<file path="src/rtl/vga_scan_ctrl.sv">
// vga_scan_ctrl - parametrised VGA timing generator and framebuffer scan front end.
//
// Purpose: free-running h/v counters, windowed framebuffer read addressing with
// 2^SCALE_LOG2 pixel replication, a blanking-interval write window for
// framebuffer updates, and RGB/sync pins delayed so that read data returned
// RD_LAT clocks after rd_en lands on its own pixel.
//
// Ports:
//   clk, rst                  pixel clock, asynchronous active-high reset
//   test_en                   (VGA_TESTPAT_EN only) show colour bars in window
//   rd_data  [3*RGB_W]        framebuffer pixel {B,G,R}, RD_LAT clocks after rd_en
//   rd_en, rd_x, rd_y         framebuffer read strobe / scaled window address
//   wr_en, wr_x, wr_y         update window strobe / address (horizontal blanking)
//   red, green, blue          pixel colour, zero outside window or when blanked
//   hsync, vsync              sync pins, polarity HS_POL / VS_POL
//   frame_start, line_start   single-clock pulses
//
// Optional feature macro: VGA_TESTPAT_EN (adds test_en and an 8-bar pattern).
module vga_scan_ctrl #(
  parameter int H_VIS      = 800,
  parameter int H_FP       = 56,
  parameter int H_SYNC     = 120,
  parameter int H_BP       = 64,
  parameter int V_VIS      = 600,
  parameter int V_FP       = 37,
  parameter int V_SYNC     = 6,
  parameter int V_BP       = 23,
  parameter bit HS_POL     = 1'b1,
  parameter bit VS_POL     = 1'b1,
  parameter int WIN_X0     = 0,
  parameter int WIN_Y0     = 0,
  parameter int WIN_W      = 800,
  parameter int WIN_H      = 600,
  parameter int SCALE_LOG2 = 2,
  parameter int RGB_W      = 2,
  parameter int RD_LAT     = 1,
  parameter int AX_W       = 8,
  parameter int AY_W       = 8
) (
  input  logic               clk,
  input  logic               rst,
`ifdef VGA_TESTPAT_EN
  input  logic               test_en,
`endif
  input  logic [3*RGB_W-1:0] rd_data,
  output logic               rd_en,
  output logic [AX_W-1:0]    rd_x,
  output logic [AY_W-1:0]    rd_y,
  output logic               wr_en,
  output logic [AX_W-1:0]    wr_x,
  output logic [AY_W-1:0]    wr_y,
  output logic [RGB_W-1:0]   red,
  output logic [RGB_W-1:0]   green,
  output logic [RGB_W-1:0]   blue,
  output logic               hsync,
  output logic               vsync,
  output logic               frame_start,
  output logic               line_start
);

  localparam int H_TOT = H_VIS + H_FP + H_SYNC + H_BP;
  localparam int V_TOT = V_VIS + V_FP + V_SYNC + V_BP;
  localparam int HW    = $clog2(H_TOT);
  localparam int VW    = $clog2(V_TOT);
  localparam int WR_LEN = WIN_W >> SCALE_LOG2;

  localparam logic [HW-1:0] H_LAST = HW'(H_TOT - 1);
  localparam logic [HW-1:0] H_VISC = HW'(H_VIS);
  localparam logic [HW-1:0] H_SS   = HW'(H_VIS + H_FP);
  localparam logic [HW-1:0] H_SL   = HW'(H_SYNC);
  localparam logic [HW-1:0] H_X0   = HW'(WIN_X0);
  localparam logic [HW-1:0] H_WW   = HW'(WIN_W);
  localparam logic [HW-1:0] H_WRL  = HW'(WR_LEN);
  localparam logic [VW-1:0] V_LAST = VW'(V_TOT - 1);
  localparam logic [VW-1:0] V_VISC = VW'(V_VIS);
  localparam logic [VW-1:0] V_SS   = VW'(V_VIS + V_FP);
  localparam logic [VW-1:0] V_SL   = VW'(V_SYNC);
  localparam logic [VW-1:0] V_Y0   = VW'(WIN_Y0);
  localparam logic [VW-1:0] V_WH   = VW'(WIN_H);
  localparam logic [VW-1:0] V_MASK = VW'((1 << SCALE_LOG2) - 1);

  // The update window lives entirely in horizontal blanking.
  if (H_TOT - H_VIS < WR_LEN) begin : g_wr_fit_chk
    $error("vga_scan_ctrl: update window longer than horizontal blanking");
  end

  typedef struct packed {
    logic       vis;
    logic       win;
    logic       hs;
    logic       vs;
`ifdef VGA_TESTPAT_EN
    logic       tp;
    logic [2:0] bar;
`endif
  } flag_t;

  logic [HW-1:0]   h_cnt_q, h_cnt_d, h_rel;
  logic [VW-1:0]   v_cnt_q, v_cnt_d, v_rel;
  logic            in_win, wr_act;
  logic            rd_en_q, rd_en_d, wr_en_q, wr_en_d;
  logic [AX_W-1:0] rd_x_q, rd_x_d, wr_x_q, wr_x_d;
  logic [AY_W-1:0] rd_y_q, rd_y_d, wr_y_q, wr_y_d;
  logic            frame_start_q, frame_start_d, line_start_q, line_start_d;
  flag_t [RD_LAT:0] pipe_q, pipe_d;
  flag_t           p;
  logic [RGB_W-1:0] red_q, red_d, green_q, green_d, blue_q, blue_d;
  logic            hsync_q, hsync_d, vsync_q, vsync_d;

  always_comb begin
    h_cnt_d = (h_cnt_q == H_LAST) ? '0 : h_cnt_q + 1'b1;
    v_cnt_d = v_cnt_q;
    if (h_cnt_q == H_LAST) v_cnt_d = (v_cnt_q == V_LAST) ? '0 : v_cnt_q + 1'b1;

    // Window-relative offsets; a counter left of/above the origin wraps to a
    // large value, so a single unsigned compare covers both window edges.
    h_rel  = h_cnt_q - H_X0;
    v_rel  = v_cnt_q - V_Y0;
    in_win = (h_rel < H_WW) && (v_rel < V_WH);
    wr_act = (v_rel < V_WH) && ((v_rel & V_MASK) == '0) &&
             ((h_cnt_q - H_VISC) < H_WRL);

    rd_en_d = in_win;
`ifdef VGA_TESTPAT_EN
    if (test_en) rd_en_d = 1'b0;
`endif
    rd_x_d  = in_win ? AX_W'(h_rel >> SCALE_LOG2) : rd_x_q;
    rd_y_d  = in_win ? AY_W'(v_rel >> SCALE_LOG2) : rd_y_q;
    wr_en_d = wr_act;
    wr_x_d  = wr_act ? AX_W'(h_cnt_q - H_VISC) : wr_x_q;
    wr_y_d  = wr_act ? AY_W'(v_rel >> SCALE_LOG2) : wr_y_q;
    frame_start_d = (h_cnt_q == '0) && (v_cnt_q == '0);
    line_start_d  = (h_cnt_q == '0);

    // Flag delay line: stage RD_LAT lines up with rd_data of the same pixel.
    pipe_d[0].vis = (h_cnt_q < H_VISC) && (v_cnt_q < V_VISC);
    pipe_d[0].win = in_win;
    pipe_d[0].hs  = (h_cnt_q - H_SS) < H_SL;
    pipe_d[0].vs  = (v_cnt_q - V_SS) < V_SL;
`ifdef VGA_TESTPAT_EN
    pipe_d[0].tp  = test_en;
    pipe_d[0].bar = 3'((int'(rd_x_d) * 8) / WR_LEN);
`endif
    for (int i = 1; i <= RD_LAT; i++) pipe_d[i] = pipe_q[i-1];

    p       = pipe_q[RD_LAT];
    red_d   = '0;
    green_d = '0;
    blue_d  = '0;
    if (p.vis && p.win) begin
      red_d   = rd_data[RGB_W-1:0];
      green_d = rd_data[2*RGB_W-1:RGB_W];
      blue_d  = rd_data[3*RGB_W-1:2*RGB_W];
`ifdef VGA_TESTPAT_EN
      if (p.tp) begin
        red_d   = {RGB_W{p.bar[0]}};
        green_d = {RGB_W{p.bar[1]}};
        blue_d  = {RGB_W{p.bar[2]}};
      end
`endif
    end
    hsync_d = p.hs ? HS_POL : ~HS_POL;
    vsync_d = p.vs ? VS_POL : ~VS_POL;
  end

  always_ff @(posedge clk or posedge rst) begin
    if (rst) begin
      h_cnt_q       <= '0;
      v_cnt_q       <= '0;
      rd_en_q       <= 1'b0;
      rd_x_q        <= '0;
      rd_y_q        <= '0;
      wr_en_q       <= 1'b0;
      wr_x_q        <= '0;
      wr_y_q        <= '0;
      frame_start_q <= 1'b0;
      line_start_q  <= 1'b0;
      pipe_q        <= '0;
      red_q         <= '0;
      green_q       <= '0;
      blue_q        <= '0;
      hsync_q       <= ~HS_POL;
      vsync_q       <= ~VS_POL;
    end else begin
      h_cnt_q       <= h_cnt_d;
      v_cnt_q       <= v_cnt_d;
      rd_en_q       <= rd_en_d;
      rd_x_q        <= rd_x_d;
      rd_y_q        <= rd_y_d;
      wr_en_q       <= wr_en_d;
      wr_x_q        <= wr_x_d;
      wr_y_q        <= wr_y_d;
      frame_start_q <= frame_start_d;
      line_start_q  <= line_start_d;
      pipe_q        <= pipe_d;
      red_q         <= red_d;
      green_q       <= green_d;
      blue_q        <= blue_d;
      hsync_q       <= hsync_d;
      vsync_q       <= vsync_d;
    end
  end

  assign rd_en       = rd_en_q;
  assign rd_x        = rd_x_q;
  assign rd_y        = rd_y_q;
  assign wr_en       = wr_en_q;
  assign wr_x        = wr_x_q;
  assign wr_y        = wr_y_q;
  assign red         = red_q;
  assign green       = green_q;
  assign blue        = blue_q;
  assign hsync       = hsync_q;
  assign vsync       = vsync_q;
  assign frame_start = frame_start_q;
  assign line_start  = line_start_q;

endmodule

</file>
<file path="config.mk">
export PLATFORM = sky130hd
export DESIGN_NAME = vga_scan_ctrl
export DESIGN_NICKNAME = d
export VERILOG_FILES = /design/src/rtl/vga_scan_ctrl.sv
export SDC_FILE = /design/constraint.sdc
export NUM_CORES = 1
export LEC_CHECK = 0
export BUFFER_PORTS_ARGS = -buffer_cell sky130_fd_sc_hd__buf_4
export CAP_MARGIN = 10
export CORE_MARGIN = 2
export CORE_UTILIZATION = 35
export DETAILED_ROUTE_END_ITERATION = 6
export PLACE_DENSITY_LB_ADDON = 0.12
export SYNTH_ARGS = -nofsm -noshare
export SYNTH_HDL_FRONTEND = slang
export SYNTH_SLANG_ARGS = --single-unit
</file>
<file path="constraint.sdc">
create_clock -name clk -period 3 [get_ports clk]
set_input_delay 0.9 -clock clk [delete_from_list [all_inputs] [get_ports clk]]
set_output_delay 0.9 -clock clk [all_outputs]
set_load 0.02 [all_outputs]
</file>
==> results.txt <==
Non-filler cells, final -> 425
Max Clock Freq -> 0.417 GHz
Post-synthesis async set-or-reset flop share -> 100%
Worst-case hold slack -> 347 ps
Endpoint class of the critical path -> flip-flop
Overall die width -> 99.2 um
Clock insertion delay at the later pin of the skew report -> 340 ps
Number of buffers added on ports -> 51
Gates resized, CTS repair -> 0
Fill cell instance count of the final layout -> 842
Design Area, Final -> 3830 um^2
Unrepaired setup endpoints after global routing -> false
Run status -> finished clean
Power per unit of standard cell area -> 454 nW/um^2
Number of detailed-routing iterations run before antenna repair -> 4
Number of vias per cell -> 4.88
CTS HTree Levels -> 3
Number of flops mapped to enable cells by yosys -> 0
Area taken by multi-input logic gates -> 1260 um^2
Slowest cell on crit path -> sky130_fd_sc_hd__dfrtp_1
Maximum number of pins on one net before global-route repair -> 71
Starting density of the core -> 36.2%
Endpoint required time on the critical path -> 3220 ps
Post-route fraction of the period consumed by the critical path -> 79.9%
Largest stage delay on the critical path -> 470 ps
Overall via count from detail_route -> 2073
Area growth, synth to finish -> 20.6%
Synthesized instance count -> 262
Reg area -> 1750 um^2
Fraction of layout cells with a size suffix above 1 -> 34.4%
CTS Buf Count -> 9
Slew @ Worst Pin -> 487 ps
Critical-path maximum fanout -> 10
Ys Warns -> 0
Post-synthesis net count -> 280
Antenna-violating nets left -> 0
WS Path Type -> flip-flop to flip-flop
Classification of the worst-slack hold path -> flip-flop to flip-flop
Clock transition at the register clock pins on the worst setup and hold paths after CTS -> 80 ps
Total core area -> 8760 um^2
# placed instances -> 409
Row Count -> 34
Worst setup slack after placement -> 607 ps
Worst clock skew -> 10.6 ps
Crit-path cells -> inv_1 > ha_1 > a21oi_1 > o211ai_1 > or4_1 > buf_4 > mux2_4
Leakage Power -> 0.00189 uW
TritonCTS clock tree -> yes
Slew HR -> 67.5%
Shortest period the worst path allows -> 2400 ps
Number of remaining DRC errors -> 0
Number of global-route vias before repair -> 1993
# Post-CTS Setup Buffers -> 0
Final number of hold-violating endpoints -> 0
Worst vdd rail ir drop -> 181 uV
Nets -> 330
Number of antenna violations at the first check in global routing -> 0
Total routing usage reported by global routing -> 14.0%
Total detailed-routing wirelength -> 6.40 mm
Count of pins over their slew limit -> 0
Average footprint of a synthesized cell -> 12.1 um^2
Top FF cell, synth -> sky130_fd_sc_hd__dfrtp_1
Die span in y -> 99.2 um
Netlist Area Pre-Place -> 3170 um^2
Setup Total Neg Slack -> 0 ps
Number of library cell types mapped by synthesis -> 40
Area of the die -> 9840 um^2
Clock sink count -> 70
Number of hold-repair buffers added at the cts stage -> 0
Data arrival time of the worst path -> 2620 ps
Placed instance area -> 3630 um^2
Part of the Yosys area used for sequential elements -> 55.2%
Number of endpoints failing setup at the final stage -> 0
Final HPWL DP -> 4.43 mm
Global route total overflow -> 0
DRC marker count from the first detailed-route iteration -> 72
Max Root-Sink Buffers -> 2
Wire length of the first global-routing pass -> 10.7 mm
Register bit count reported by yosys -> 70
Placer Congestion -> 0.827
Reported max-cap violation count -> 0
Average wire length per cell after detail routing -> 15.1 um
Clock root buffer master -> sky130_fd_sc_hd__clkbuf_8
Final worst-path setup slack -> 604 ps
I/O Pins -> 52
Number of diodes added for antenna fixing -> 0
Crit start category -> flip-flop
==> synth_stat cells, drive strengths merged, types with 3 or more instances <==
library cell,n,area (um^2)
dfrtp,70,1750
mux2,30,368
nor2,20,75.1
xnor2,14,123
inv,13,48.8
buf,10,86.3
ha,10,125
nand2,9,33.8
nand4,9,56.3
a21oi,8,43.8
and2,8,52.6
xor2,8,70.1
clkbuf,7,26.3
nand3,7,35.0
nor3,7,51.3
o21ai,6,33.8
and3,4,26.3
a31oi,3,18.8
==> placed cells by master, fill, tap and decap left out, drive strengths merged, types with 7 or more instances in the layout <==
cell type,count
a21oi,8
nand4,9
dfrtp,70
nand2,9
nor2,20
buf,56
xor2,8
nor3,7
ha,10
mux2,30
xnor2,14
clkbuf,9
nand3,7
and2,8
inv,13
==> final timing paths <==
path / from / slack, ps / endpoint / cells past startpoint
setup / recovery: h_cnt_q[5]$_DFF_PP0_ / 600 / wr_y[1]$_DFFE_PP0P_ / 7
min in group asynchronous: rst / 630 / green[1]$_DFF_PP0_ / 3
setup reg to reg: h_cnt_q[5]$_DFF_PP0_ / 600 / wr_y[1]$_DFFE_PP0P_ / 7
max in group asynchronous: rst / 2070 / rd_x[7]$_DFFE_PP0P_ / 3
hold / removal: pipe_d[4]$_DFF_PP0_ / 350 / p[0]$_DFF_PP0_ / 0
hold reg to reg: pipe_d[4]$_DFF_PP0_ / 350 / p[0]$_DFF_PP0_ / 0
==> report_power, final <==
part	switching, uW	internal, uW	leakage, uW
clock network	364	385	0.0000914
registers	1.02	947	0.000929
logic	26.6	15.7	0.000869
total	391	1350	0.00189
==> area by class of cell <==
type                       count  area share, %
multi-input combinational    162           32.9
clock inverter                 7           1.96
clock buffer                   9           3.24
timing repair buffer          56           11.3
tap                          108           3.53
sequential                    70           45.8
inverter                      13           1.27
==> stage by stage <==
step	total power [uW]	utilization, %
6_report	1740	43.7
5_1_grt	1830	43.7
4_1_cts	1770	43.7
3_5_place_dp	1010	41.4
3_3_place_gp	1010	41.4
2_1_floorplan	989	-
==> cells by family (layout without fill, tap and decap cells) <==
logic type                 Yosys count  after routing  synth area share (%)
muxes                               32             32                  12.2
AOI/OAI and AO/OA                   22             22                  4.30
buffers and inverters               30             85                  5.09
and+or+nand+nor                     76             76                  13.2
xor gates and xnor gates            22             22                  6.07
DFF                                 70             70                  55.2
adders and majority gates           10             10                  3.94
==> critical path: cells and delay by family (launching register included) <==
kind / cells / cell delay (ps)
DFF: 1 / 470
and+or+nand+nor: 1 / 450
AOI/OAI and AO/OA: 2 / 410
buffers and inverters: 2 / 380
muxes: 1 / 300
adders and majority gates: 1 / 270
==> state kept, by name (all words and copies together) (netlist names) <==
signal / flops
rd_x: 8
wr_en: 1
v_cnt_q: 10
wr_x: 8
vsync: 1
wr_y: 8
p: 3
frame_start: 1
h_cnt_q: 11
pipe_d: 3
rd_y: 8
blue: 2
green: 2
line_start: 1
hsync: 1
red: 2
==> layer usage <==
metal,GRT usage [%],part of all wire (%)
met5,0,0
met4,5.69,1.4
met3,3.30,4.4
met2,19.1,44
met1,21.2,50
No activity file was read; power rests on OpenSTA's default activity.
